### src/rtl/pe_row_drain.sv
// Result drain for a systolic PE row: counts MAC beats, lets the FMA pipe settle,
// snapshots every PE result into a shadow buffer and streams it out (optional ReLU via PE_DRAIN_RELU_EN).
module pe_row_drain #(
    parameter int DATA_WIDTH = 32,
    parameter int NUM_PE     = 16,
    parameter int ACC_LEN    = 16,
    parameter int PIPE_LAT   = 1
) (
    input  logic                          clk,
    input  logic                          rst_n,
    input  logic                          start,
    input  logic                          in_valid,
    input  logic [NUM_PE*DATA_WIDTH-1:0]  pe_result,
    output logic                          pe_clear,
    output logic                          stall,
    output logic                          busy,
    output logic [DATA_WIDTH-1:0]         out_data,
    output logic [$clog2(NUM_PE)-1:0]     out_index,
    output logic                          out_valid,
    input  logic                          out_ready,
    output logic                          out_last
);

    localparam int IDX_W = $clog2(NUM_PE);
    localparam int CNT_W = $clog2(ACC_LEN + 1);
    localparam int FL_W  = $clog2(PIPE_LAT + 1);

    typedef enum logic [2:0] {
        ST_IDLE    = 3'd0,
        ST_ACC     = 3'd1,
        ST_FLUSH   = 3'd2,
        ST_WAIT    = 3'd3,
        ST_CAPTURE = 3'd4
    } state_t;

    state_t                          state_r;
    state_t                          state_s;
    logic [CNT_W-1:0]                beat_cnt_r;
    logic [CNT_W-1:0]                beat_cnt_s;
    logic [FL_W-1:0]                 flush_cnt_r;
    logic [FL_W-1:0]                 flush_cnt_s;
    logic                            pe_clear_r;
    logic                            busy_r;
    logic                            stall_r;
    logic                            full_r;
    logic [IDX_W-1:0]                idx_r;
    logic [NUM_PE*DATA_WIDTH-1:0]    shadow_r;
    logic                            hs_s;
    logic                            at_last_s;
    logic                            last_hs_s;
    logic [DATA_WIDTH-1:0]           word_s;
    logic [DATA_WIDTH-1:0]           out_data_s;

    assign hs_s      = full_r & out_ready;
    assign at_last_s = (idx_r == IDX_W'(NUM_PE - 1));
    assign last_hs_s = hs_s & at_last_s;

    // State, beat counter and flush counter registers
    always_ff @(posedge clk or negedge rst_n) begin
        if (!rst_n) begin
            state_r     <= ST_IDLE;
            beat_cnt_r  <= '0;
            flush_cnt_r <= '0;
        end else begin
            state_r     <= state_s;
            beat_cnt_r  <= beat_cnt_s;
            flush_cnt_r <= flush_cnt_s;
        end
    end

    // Next-state and counter update
    always_comb begin
        state_s     = state_r;
        beat_cnt_s  = beat_cnt_r;
        flush_cnt_s = flush_cnt_r;
        case (state_r)
            ST_IDLE: begin
                if (start) begin
                    state_s    = ST_ACC;
                    beat_cnt_s = '0;
                end else begin
                    state_s = ST_IDLE;
                end
            end
            ST_ACC: begin
                if (in_valid && !stall_r) begin
                    if (beat_cnt_r == CNT_W'(ACC_LEN - 1)) begin
                        state_s     = ST_FLUSH;
                        beat_cnt_s  = CNT_W'(ACC_LEN);
                        flush_cnt_s = '0;
                    end else begin
                        beat_cnt_s = beat_cnt_r + CNT_W'(1);
                    end
                end else begin
                    beat_cnt_s = beat_cnt_r;
                end
            end
            ST_FLUSH: begin
                if (flush_cnt_r == FL_W'(PIPE_LAT - 1)) begin
                    state_s = full_r ? ST_WAIT : ST_CAPTURE;
                end else begin
                    flush_cnt_s = flush_cnt_r + FL_W'(1);
                end
            end
            ST_WAIT: begin
                // The final handshake frees the buffer at this same edge.
                if (!full_r || last_hs_s) begin
                    state_s = ST_CAPTURE;
                end else begin
                    state_s = ST_WAIT;
                end
            end
            ST_CAPTURE: begin
                state_s = ST_IDLE;
            end
            default: begin
                state_s = ST_IDLE;
            end
        endcase
    end

    // Registered status outputs, decoded from the upcoming state
    always_ff @(posedge clk or negedge rst_n) begin
        if (!rst_n) begin
            busy_r     <= 1'b0;
            stall_r    <= 1'b0;
            pe_clear_r <= 1'b0;
        end else begin
            busy_r     <= (state_s != ST_IDLE);
            stall_r    <= (state_s == ST_FLUSH) || (state_s == ST_WAIT) || (state_s == ST_CAPTURE);
            pe_clear_r <= (state_r == ST_CAPTURE);
        end
    end

    // Shadow buffer capture and drain index
    always_ff @(posedge clk or negedge rst_n) begin
        if (!rst_n) begin
            full_r   <= 1'b0;
            idx_r    <= '0;
            shadow_r <= '0;
        end else if (state_r == ST_CAPTURE) begin
            shadow_r <= pe_result;
            full_r   <= 1'b1;
            idx_r    <= '0;
        end else if (hs_s) begin
            if (at_last_s) begin
                full_r <= 1'b0;
                idx_r  <= '0;
            end else begin
                idx_r <= idx_r + IDX_W'(1);
            end
        end else begin
            full_r <= full_r;
            idx_r  <= idx_r;
        end
    end

    // Output word select, zero while the buffer is empty
    always_comb begin
        word_s     = shadow_r[int'(idx_r)*DATA_WIDTH +: DATA_WIDTH];
        out_data_s = '0;
        if (full_r) begin
`ifdef PE_DRAIN_RELU_EN
            // Any word with the sign bit set (incl. -0.0 and negative NaN) clamps to zero.
            if (word_s[DATA_WIDTH-1]) begin
                out_data_s = '0;
            end else begin
                out_data_s = word_s;
            end
`else
            out_data_s = word_s;
`endif
        end else begin
            out_data_s = '0;
        end
    end

    assign pe_clear  = pe_clear_r;
    assign stall     = stall_r;
    assign busy      = busy_r;
    assign out_data  = out_data_s;
    assign out_index = idx_r;
    assign out_valid = full_r;
    assign out_last  = full_r & at_last_s;

endmodule
### config.mk
export PLATFORM = sky130hd
export DESIGN_NAME = pe_row_drain
export DESIGN_NICKNAME = d
export VERILOG_FILES = /design/src/rtl/pe_row_drain.sv
export SDC_FILE = /design/constraint.sdc
export NUM_CORES = 1
export LEC_CHECK = 0
export BUFFER_PORTS_ARGS = -buffer_cell sky130_fd_sc_hd__buf_2
export CAP_MARGIN = 20
export CORE_MARGIN = 2
export CORE_UTILIZATION = 35
export CTS_BUF_LIST = sky130_fd_sc_hd__clkbuf_4 sky130_fd_sc_hd__clkbuf_8
export CTS_CLUSTER_DIAMETER = 60
export DETAILED_ROUTE_END_ITERATION = 10
export SETUP_SLACK_MARGIN = 0.02
export SYNTH_ARGS = -nofsm -noshare
export SYNTH_HDL_FRONTEND = slang
export SYNTH_SLANG_ARGS = --single-unit
### constraint.sdc
create_clock -name clk -period 3 [get_ports clk]
set_input_delay 0.6 -clock clk [delete_from_list [all_inputs] [get_ports clk]]
set_output_delay 0.6 -clock clk [all_outputs]
set_load 0.05 [all_outputs]
==> results.py <==
metrics = {
    "detailed_routing": {
        "viasPerCell": 5.194,
        "drt-wirelength-per-cell_um": 26.21,
        "ant_nets": 0,
        "drt_iter0_markers": 1096,
        "firstDrtPassIters": 5,
        "drc_errors": 0,
        "vias": 17190,
        "routed_wl_mm": 86.72,
    },
    "timing": {
        "fin_ws_ns": -0.3174,
        "finalCritPeriodShare": 1.106,
        "tightest_slew_ns": 0.7110,
        "layout_min_cycle_time_ns": 3.317,
        "finalSetupTns_ns": -7.354,
        "setup_viol": 32,
        "slew_headroom": 0.5260,
        "clock_skew_ns": 0.01616,
        "fmax_mhz": 301.4,
        "drv_slew": 0,
        "hold_viol": 0,
        "rsz0062_at_grt": "yes",
    },
    "worst_setup_path": {
        "cp_max_fo": 8,
        "start_kind": "flop",
        "arrival_ns": 2.72,
        "worstSetupEndpointType": "output pin",
        "required_ns": 2.40,
        "crit_type": "flop to output pin",
    },
    "min_path": {
        "hold_class": "input port to flop",
    },
    "die": {
        "die_area_um2": 70340,
        "boundaryPins": 558,
        "die_w_um": 265.2,
        "die_y_um": 265.2,
        "core_region_area_um2": 67400,
        "rows": 95,
        "initial_utilization": 0.3544,
    },
    "power": {
        "ir_worst_vdd_mv": 0.3040,
        "power.leakage_uw": 0.01541,
        "power_density_nw_per_um2": 595.6,
    },
    "cts": {
        "cts_tree": "done",
        "cts_sinks": 528,
        "cts_root_buf": "clkbuf_8",
        "numCtsBuffers": 94,
        "clk_pin_slew_ns": 0.06,
        "clk_latency_ns": 0.69,
        "htree_num_levels": 3,
        "clockBufferDepth": 3,
    },
    "placed_design": {
        "dp.cells": 3077,
        "place_congestion": 0.8836,
        "io_buffers": 557,
        "placed_cell_area_um2": 28320,
        "place_ws_ns": -0.1032,
        "post-dp-hpwl_mm": 63.89,
    },
    "global_routing": {
        "grt_pass1_wl_mm": 124.4,
        "busiest_layer": "met2",
        "antenna_found_initial": 27,
        "grt_use_met3": 0.05573,
        "grt_pass1_vias": 18730,
        "grt_use_met1": 0.3044,
        "grt_overflow": 0,
        "track_usage": 0.2426,
        "use_met2": 0.4100,
        "grt_max_degree": 68,
    },
    "logic_synthesis": {
        "synth_cell_types": 37,
        "synth_ff_type": "dfrtp_1",
        "netlist_instances": 1685,
        "yosysSeqAreaShare": 0.5532,
        "synth-edff-count": 0,
        "syn_nets": 2205,
        "netlist_area_um2": 23880,
        "yosysWarningCount": 0,
        "synth_seq_cells": 528,
        "avgSynthCellArea_um2": 14.17,
        "async_flop_share": 1.000,
    },
    "status": {
        "violations": "setup timing",
        "outcome": "finished, violations left",
    },
    "job": {
        "cap_violations": 0,
    },
    "cells_and_area": {
        "stdcell_count": 3309,
        "mostFrequentLayoutCells": "dfrtp_1 (525), buf_2 (523), mux2_2 (512), mux2i_1 (192), clkbuf_8 (112)",
        "nFillCells": 5963,
        "drive_gt1_frac": 0.6379,
        "final_common_cell": "dfrtp_1",
        "final_area_um2": 32210,
        "utilization": 0.4779,
        "finalNetCount": 2870,
        "area.growth.synth_to_final_pct": 34.85,
    },
}
[through the flow]
step | power [µW] | hold WS, ns
after global routing | 19950 | 0.09934
after global placement | 10960 | 0.4591
final | 19180 | 0.1474
after floorplan | 9622 | 0.3044
after CTS | 19150 | 0.07343
after detailed placement | 11030 | 0.4893
[worst paths after layout]
| check | startpoint | to | slack [ns] | cells after the start |
|---|---|---|---|---|
| max in group asynchronous | rst_n | shadow_r[302]$_DFFE_PN0P_ | 1.53 | 3 |
| max reg2reg | beat_cnt_r[0]$_DFFE_PN0P_ | beat_cnt_r[3]$_DFFE_PN0P_ | 0.66 | 6 |
| max | out_index[0]$_DFFE_PN0P_ | out_data[31] | -0.32 | 9 |
| min reg2reg | beat_cnt_r[3]$_DFFE_PN0P_ | beat_cnt_r[3]$_DFFE_PN0P_ | 0.50 | 1 |
| min in group asynchronous | rst_n | shadow_r[213]$_DFFE_PN0P_ | 0.53 | 2 |
| min | pe_result[232] | shadow_r[232]$_DFFE_PN0P_ | 0.15 | 2 |
[cell usage after synthesis, types with 6 or more instances]
cell type | count | share of area
mux4_2 | 13 | 0.012
clkbuf_1 | 35 | 0.0055
nor2_1 | 7 | 0.0011
mux2_2 | 512 | 0.24
buf_2 | 73 | 0.015
nand2_1 | 61 | 0.0096
buf_4 | 11 | 0.0035
o21ai_0 | 33 | 0.0069
a21oi_1 | 6 | 0.0013
a221oi_1 | 13 | 0.0048
a22oi_1 | 102 | 0.032
mux2i_1 | 230 | 0.096
dfrtp_1 | 528 | 0.55
o22ai_1 | 19 | 0.0050
[where the power goes]
group | switching (µW) | internal (µW)
Clock | 3100 | 4190
Combinational | 1950 | 2050
Sequential | 305 | 7590
[area by class of cell]
class	instances	area, µm²	share of cell area
Sequential cell	528	13220	0.4104
Timing Repair Buffer	690	4793	0.1488
Inverter	3	11.26	0.0003496
Clock inverter	24	280.3	0.008702
Tap cell	873	1092	0.03391
Antenna cell	17	42.54	0.001321
Clock buffer	141	1759	0.05462
Multi-Input combinational cell	1033	11010	0.3418
[cell families (layout without fill, tap and decap cells)]
family | Yosys count | count (layout) | share of synthesized area
buf+inv | 126 | 858 | 0.02541
compound gates | 179 | 179 | 0.05165
simple gates | 93 | 95 | 0.01771
fa+ha+maj | 3 | 3 | 0.001572
xor+xnor | 1 | 1 | 0.0003668
other cells | 0 | 17 | 0
flops | 528 | 528 | 0.5532
mux | 755 | 755 | 0.3501
[sequential cells by signal (all words and copies together) (netlist names)]
| register | cells |
|---|---|
| out_valid | 1 |
| busy | 1 |
| out_index | 4 |
| shadow_r | 512 |
| beat_cnt_r | 5 |
| state_r | 3 |
| stall | 1 |
| pe_clear | 1 |
[per-layer routing]
layer  vias up  routed length [µm]
met1      8871               36430
met3       142                4904
met4        22                2652
li1       7599                   -
met5         -                 149
met2       554               42580
[worst max-delay path: stages, from the launching register on]
cell and delay [ns]:
dfrtp_4 0.51, buf_6 0.15, buf_16 0.15, buf_16 0.16, mux2i_4 0.22, a22oi_2 0.26
buf_4 0.16, nand2_4 0.05, o22ai_4 0.17, buf_6 0.19
[what timing repair did]
item | 4_1_cts | 5_1_grt
setup endpoints to repair | 33 | 32
endpoints found under the hold margin | 51 | 0
pin swaps | 47 | 48
gates cloned | 11 | 2
setup buffers | 29 | 12
gates resized for setup | 201 | 76
hold buffers | 1 | 0
No activity file was read; power rests on OpenSTA's default activity.
